File: config.mk
export PLATFORM = sky130hd
export DESIGN_NAME = upg_word_loader
export DESIGN_NICKNAME = d
export VERILOG_FILES = /design/src/rtl/upg_word_loader.sv
export SDC_FILE = /design/constraint.sdc
export NUM_CORES = 1
export LEC_CHECK = 0
export ABC_AREA = 0
export CAP_MARGIN = 20
export CORE_MARGIN = 2
export CORE_UTILIZATION = 61
export CTS_CLUSTER_SIZE = 24
export DETAILED_ROUTE_END_ITERATION = 6
export GPL_ROUTABILITY_DRIVEN = 0
export PLACE_DENSITY = 0.86
export SETUP_SLACK_MARGIN = 0.02
export SYNTH_ARGS = -nofsm -noshare
export SYNTH_HDL_FRONTEND = slang
export SYNTH_SLANG_ARGS = --single-unit
File: constraint.sdc
create_clock -name upg_clk_i -period 4.73 [get_ports upg_clk_i]
set_input_delay 0.7095 -clock upg_clk_i [delete_from_list [all_inputs] [get_ports upg_clk_i]]
set_output_delay 0.7095 -clock upg_clk_i [all_outputs]
set_load 0.01 [all_outputs]
File: src/rtl/upg_word_loader.sv
// UART byte stream to word-wide memory programming writes: a 2-byte length
// header, then little-endian 32-bit words, each written with a one-cycle strobe.
module upg_word_loader #(
    parameter int ADDR_WIDTH     = 14,
    parameter int TIMEOUT_CYCLES = 1000000
) (
    input  logic                  upg_clk_i,
    input  logic                  upg_rst_n_i,
    input  logic [7:0]            rx_data_i,
    input  logic                  rx_valid_i,
    output logic                  upg_wen_o,
    output logic [ADDR_WIDTH-1:0] upg_adr_o,
    output logic [31:0]           upg_dat_o,
    output logic                  upg_done_o,
    output logic                  busy_o,
    output logic                  err_o,
    output logic [2:0]            dbg_state_o
);

    // Handshake: rx_valid_i is a one-cycle strobe with no back-pressure; every
    // strobe is consumed on the edge that samples it, including a strobe that
    // lands in a write-pulse cycle.
    localparam int TW = $clog2(TIMEOUT_CYCLES);
    // Compare one below the limit so the counter "reaches" TIMEOUT_CYCLES-1 on
    // the same edge that enters ERR.
    localparam logic [TW-1:0] TO_TERM = TW'(TIMEOUT_CYCLES - 2);

    typedef enum logic [2:0] {
        S_HDR0 = 3'd0,
        S_HDR1 = 3'd1,
        S_DATA = 3'd2,
        S_DONE = 3'd3,
        S_ERR  = 3'd4
    } state_t;

    state_t                state;
    logic [7:0]            len_lo;
    logic [ADDR_WIDTH-1:0] n_words;
    logic [ADDR_WIDTH-1:0] word_idx;
    logic [1:0]            byte_idx;
    logic [23:0]           part;
    logic [TW-1:0]         to_cnt;

    logic [15:0]           hdr;
    logic                  hdr_bad;
    logic                  timed_out;
    logic                  last_word;

    always_comb begin
        hdr       = {rx_data_i, len_lo};
        hdr_bad   = (hdr >> ADDR_WIDTH) != 16'd0;
        timed_out = !rx_valid_i && (to_cnt == TO_TERM);
        last_word = (word_idx + ADDR_WIDTH'(1)) == n_words;
    end

    assign dbg_state_o = state;

    always_ff @(posedge upg_clk_i or negedge upg_rst_n_i) begin
        if (!upg_rst_n_i) begin
            state      <= S_HDR0;
            len_lo     <= 8'd0;
            n_words    <= '0;
            word_idx   <= '0;
            byte_idx   <= 2'd0;
            part       <= 24'd0;
            to_cnt     <= '0;
            upg_wen_o  <= 1'b0;
            upg_adr_o  <= '0;
            upg_dat_o  <= 32'd0;
            upg_done_o <= 1'b0;
            busy_o     <= 1'b0;
            err_o      <= 1'b0;
        end else begin
            upg_wen_o <= 1'b0;
            if ((state == S_HDR1 || state == S_DATA) && !rx_valid_i)
                to_cnt <= to_cnt + TW'(1);
            else
                to_cnt <= '0;

            case (state)
                S_HDR0: begin
                    if (rx_valid_i) begin
                        len_lo <= rx_data_i;
                        busy_o <= 1'b1;
                        state  <= S_HDR1;
                    end
                end
                S_HDR1: begin
                    if (rx_valid_i) begin
                        if (hdr_bad) begin
                            err_o  <= 1'b1;
                            busy_o <= 1'b0;
                            state  <= S_ERR;
                        end else if (hdr[ADDR_WIDTH-1:0] == '0) begin
                            upg_done_o <= 1'b1;
                            busy_o     <= 1'b0;
                            state      <= S_DONE;
                        end else begin
                            n_words  <= hdr[ADDR_WIDTH-1:0];
                            word_idx <= '0;
                            byte_idx <= 2'd0;
                            state    <= S_DATA;
                        end
                    end else if (timed_out) begin
                        err_o  <= 1'b1;
                        busy_o <= 1'b0;
                        state  <= S_ERR;
                    end
                end
                S_DATA: begin
                    if (rx_valid_i) begin
                        byte_idx <= byte_idx + 2'd1;
                        case (byte_idx)
                            2'd0: part[7:0]   <= rx_data_i;
                            2'd1: part[15:8]  <= rx_data_i;
                            2'd2: part[23:16] <= rx_data_i;
                            default: begin
                                upg_dat_o <= {rx_data_i, part};
                                upg_adr_o <= word_idx;
                                upg_wen_o <= 1'b1;
                                word_idx  <= word_idx + ADDR_WIDTH'(1);
                                if (last_word) begin
                                    busy_o <= 1'b0;
                                    state  <= S_DONE;
                                end
                            end
                        endcase
                    end else if (timed_out) begin
                        err_o  <= 1'b1;
                        busy_o <= 1'b0;
                        state  <= S_ERR;
                    end
                end
                S_DONE: upg_done_o <= 1'b1;
                S_ERR:  err_o      <= 1'b1;
                default: state <= S_HDR0;
            endcase
        end
    end

endmodule

; After elaboration in Yosys (flattened, before gate mapping)
; Index checks and enable logic that the tools add are counted.
[classes]
n_mux = 42
reduce_logical = 26
bitwise = 4
addsub = 3
n_eq_ne = 20
[ops]
columns = cell, count
row1 = 14-bit two-way mux, 5
row2 = 14-bit case mux with 2 select lines, 1
row3 = 3-bit two-way mux, 7
row4 = 20-bit by 1-bit adder with 20-bit output (second input constant), 1
row5 = 20-bit equality test (second input constant), 1
row6 = 20-bit two-way mux, 1
row7 = 1-bit two-way mux, 19
row8 = 16-bit nonzero test, 1
row9 = 3-bit AND reduction, 5
row10 = 14-bit by 1-bit adder with 14-bit output (second input constant), 1
row11 = 14-bit equality test, 1
row12 = 14-bit zero test, 1
row13 = 2-bit != test (second input constant), 7
row14 = 3-bit case mux with 4 select lines, 1
row15 = 4-bit AND reduction, 3
row16 = 5-bit AND reduction, 2
row17 = 3-bit != test (second input constant), 3
row18 = 2-bit two-way mux, 4
row19 = 3-bit by 2-bit equality test with 1-bit output (second input constant), 2
row20 = 1-bit case mux with 3 select lines, 2
row21 = 6-bit AND reduction, 1
row22 = 3-bit nonzero test, 2
row23 = 4-bit by 3-bit != test with 1-bit output (second input constant), 1
row24 = 1-bit inverter, 4
row25 = other kinds (17), 19
[word_totals]
ff_bits = 135
word_cells = 110
input_bits = 11
output_inout_bits = 53

; Logic depth before layout (Yosys ltp)
[logic_depth]
depth_word = 6
ltp_mapped = 10
mapped_depth_nobuf = 7

; Worst setup path before layout
; OpenSTA, ideal clock, no wires.
[synth_path]
kind = input-to-reg
start = input port rx_data_i[7]
end = register n_words[10]
setup_slack_ps = 2488
t_arrival_ps = 2117
setup_ps = 125
required_time_ps = 4605
path_stages = 5
n_path_buf = 2
path_cell_list = buf_2 -> nor4_2 -> nand2_1 -> clkbuf_1 -> mux2_2
[synth_via]
elab_chain_len = 3
[synth_rtl]
columns = element, line_no
row1 = from (decl), 9  ; input logic [7:0] rx_data_i,
row2 = 16-bit nonzero test, 51  ; hdr_bad = (hdr >> ADDR_WIDTH) != 16'd0;
row3 = 1-bit inverter (no source line), -
row4 = 4-bit AND reduction (no source line), -
row5 = to (signal assigned), 99  ; n_words <= hdr[ADDR_WIDTH-1:0];
row6 = to (decl), 38  ; logic [ADDR_WIDTH-1:0] n_words;
; No other way between the ends.
; A chain may end at the register's enable or synchronous reset.

; Worst setup path in the final report
[layout_path]
start = input port rx_data_i[4]
end = register word_idx[8]
[layout_via]
elab_chain_len = 3
[layout_rtl]
columns = element, line_no
row1 = 14-bit zero test, 94  ; end else if (hdr[ADDR_WIDTH-1:0] == '0) begin
row2 = 2-bit != test (no source line), -
row3 = 6-bit AND reduction (no source line), -
row4 = to (signal assigned), 121  ; word_idx <= word_idx + ADDR_WIDTH'(1);
row5 = to (decl), 39  ; logic [ADDR_WIDTH-1:0] word_idx;
; No other way between the ends.

==> reports/qor.txt <==
Outcome: finished, final reports clean
Startpoint types: input pin
Complex-gate fraction of the synthesized area: 6.20%
Total CTS buffers: 17
DRT Pass-1 Iters: 5
CTS tree: built
RSZ-0062 raised after global routing: no
Dominant cells by area after synthesis: dfrtp_1 (56%), nand2_1 (11%), mux2_2 (8.0%)
WS Path Type: in -> reg
DR iter-0 viols: 502
DP HPWL: 9.34 mm
Clock buffer depth: 2
Reg clk slew, reported paths: 0.06 ns
Max-cap violation count: 0
Synth Area in Simple Gates: 20.6%
Finish-stage setup viols: 0
Most frequent cells in the layout: nand2_1 (169), dfrtp_1 (135), clkdlybuf4s50_1 (62)
Max Clock Freq: 368 MHz
Adder-cell area share of the yosys netlist: 1.45%
CP Capture Type: flop
Crit share post-route: 57.4%
Die area: 10,700 sq um
# hold bufs at CTS: 0
Hold Crit Class: in -> async
Overflow after GRT: 0
Asr flop ratio synth: 100%
CP max FO: 13
Routed Antenna Nets: 0
Setup tns final: 0 ns
Routed wire length: 14.9 mm
Vias: 4,848
Skew-Pair Late Insertion Delay: 0.54 ns
Distinct cell type count after synthesis: 45
Die height: 103 microns
Syn Area/Cell: 10.0 sq um
Commonest non-fill, non-tap cell in the layout: nand2_1
Top cell type's share of synthesized area: 56.0%
Clock Tree Root: clkbuf_8
Clock skew: 0.0106 ns
CP arrival: 3.15 ns
H-tree depth: 4
Global Route Usage Sum: 29.6%
P_leak: 3.46 nW
Shortest period the worst path allows: 2.72 ns
Peak supply drop: 0.254 mV
Net Count, Synth: 621
First-pass GRT wire length: 23.7 mm
XOR/XNOR share of the synthesized area: 4.94%
Largest net degree at the start of global routing: 74
Initial Utilization: 62.3%
Post-synth EDFFs: 0
Pwr dens: 340 nW/um^2
Final Max Slew Viols: 0
Post-route DRC: 0
Mapped Cells: 603
Multi-input gate area: 2490 sq um
Layout fillers: 602
Synth area leader: dfrtp_1
Vias in the first global route: 4,805
Primary FF master, synth: dfrtp_1
Synth Cell Area: 6030 sq um
I/O pin count: 64
Initial antenna violation count: 0
Final Util: 75.3%
Setup bufs post-CTS: 0
Yosys warns: 0
Multiplexer share of the synthesized area: 8.03%
Share of the yosys chip area belonging to registers: 56.0%
Register area: 3380 sq um
Drt via density: 6.01
Wire per inst: 18.4 microns
Ant diodes: 0
Hold Vio Cnt, Final: 0
P&R area growth vs syn: 20.9%
Share of cells above drive strength 1: 13.1%
Die span in x: 103 microns
# resized after CTS: 0
Port Buf Inserts: 63
FP Rows: 36
Critical Path RT: 5.17 ns
Main combinational cell family by area after synthesis: simple AND/OR/NAND/NOR gates
Core ar.: 9680 sq um
Slew HR: 30.6%
Sink Count: 135
Non-filler cells, final: 806
Register bit count reported by yosys: 135
Worst slew pin tran: 1.03 ns
Dpl cells: 775
Nets: 679
-- cells in the mapped netlist (2+ instances only) --
cell       count
and3_1         4
nor4_2         2
nor3_1         9
o21ai_1        6
xnor2_1       14
a21oi_1       17
clkbuf_1      14
nor2b_1        2
nand2b_1       4
o31ai_1        4
dfrtp_1      135
nor4_1         7
ha_1           7
a31oi_1        2
or3_1          6
inv_1          9
buf_2         13
mux2_2        43
xor2_1        20
nand4_1        9
nor2_1        39
o2111ai_1      2
o41ai_1        2
and4_1         2
nor3b_1        2
o21ai_0       22
nand2_1      170
nand3_1       20
-- sequential cells by signal (all words and copies together) (netlist names) --
signal and cells:
busy_o 1, byte_idx 2, dbg_state_o 3, err_o 1, len_lo 8, n_words 14, part 24, to_cnt 20
upg_adr_o 14, upg_dat_o 32, upg_done_o 1, upg_wen_o 1, word_idx 14
-- metal layers --
layer,track usage (%),vias to the layer above,share of wire (%)
li1,-,2138,-
met1,37.5,2415,39
met2,48.8,235,52
met3,7.59,60,6.1
met4,12.0,0,3.0
met5,0,-,0
-- worst paths after layout --
kind                                 from            end  slack [ns]  cells past startpoint
max in group asynchronous     upg_rst_n_i  upg_adr_o[11]        3.44                      2
min in group upg_clk_i           part[20]  upg_dat_o[20]        0.47                      2
max                          rx_data_i[4]    word_idx[8]        2.01                      6
min reg2reg                      part[20]  upg_dat_o[20]        0.47                      2
min                           upg_rst_n_i  upg_adr_o[12]        0.30                      1
max reg2reg                dbg_state_o[1]   word_idx[12]        2.10                      7
-- area by class of cell --
class | instances | share of cell area, %
clock inverters | 12 | 1.77
well taps | 133 | 2.28
repair buffers | 67 | 9.03
multi-input cells | 430 | 34.2
inverters | 10 | 0.515
clock buffers | 19 | 5.92
flip-flops and latches | 135 | 46.3
-- through the flow --
| stage | setup slack, ns | hold WS (ns) | instance area [sq um] | total power (W) |
|---|---|---|---|---|
| CTS | 2.09 | 0.334 | 7290 | 0.00248 |
| detailed placement | 1.50 | 0.461 | 6730 | 0.00124 |
| floorplan | 2.49 | 0.414 | 6030 | 0.00119 |
| finish | 2.01 | 0.301 | 7290 | 0.00248 |
| global placement | 1.74 | 0.441 | 6730 | 0.00123 |
| global route | 1.81 | 0.377 | 7290 | 0.00254 |
-- critical path, stage by stage --
cell             delay (ns)
clkdlybuf4s50_1        0.65
nor4_1                 0.32
nand4_1                0.27
a21oi_1                0.85
o21ai_0                0.23
o31ai_1                0.11
-- where the power goes --
| group | switching, W | internal, W |
|---|---|---|
| Combinational | 0.0000374 | 0.0000142 |
| Sequential | 0.00000526 | 0.00116 |
| Clock | 0.000504 | 0.000758 |
| Total | 0.000547 | 0.00193 |
-- kinds of logic after synthesis --
family,Yosys count
AO/OA/AOI/OAI,63
XOR/XNOR,34
adder cells (fa/ha/maj),7
buffers and inverters,38
flip-flops,135
multiplexers,43
AND/OR/NAND/NOR,283
Note: power is estimated with default switching activity, not from simulation.
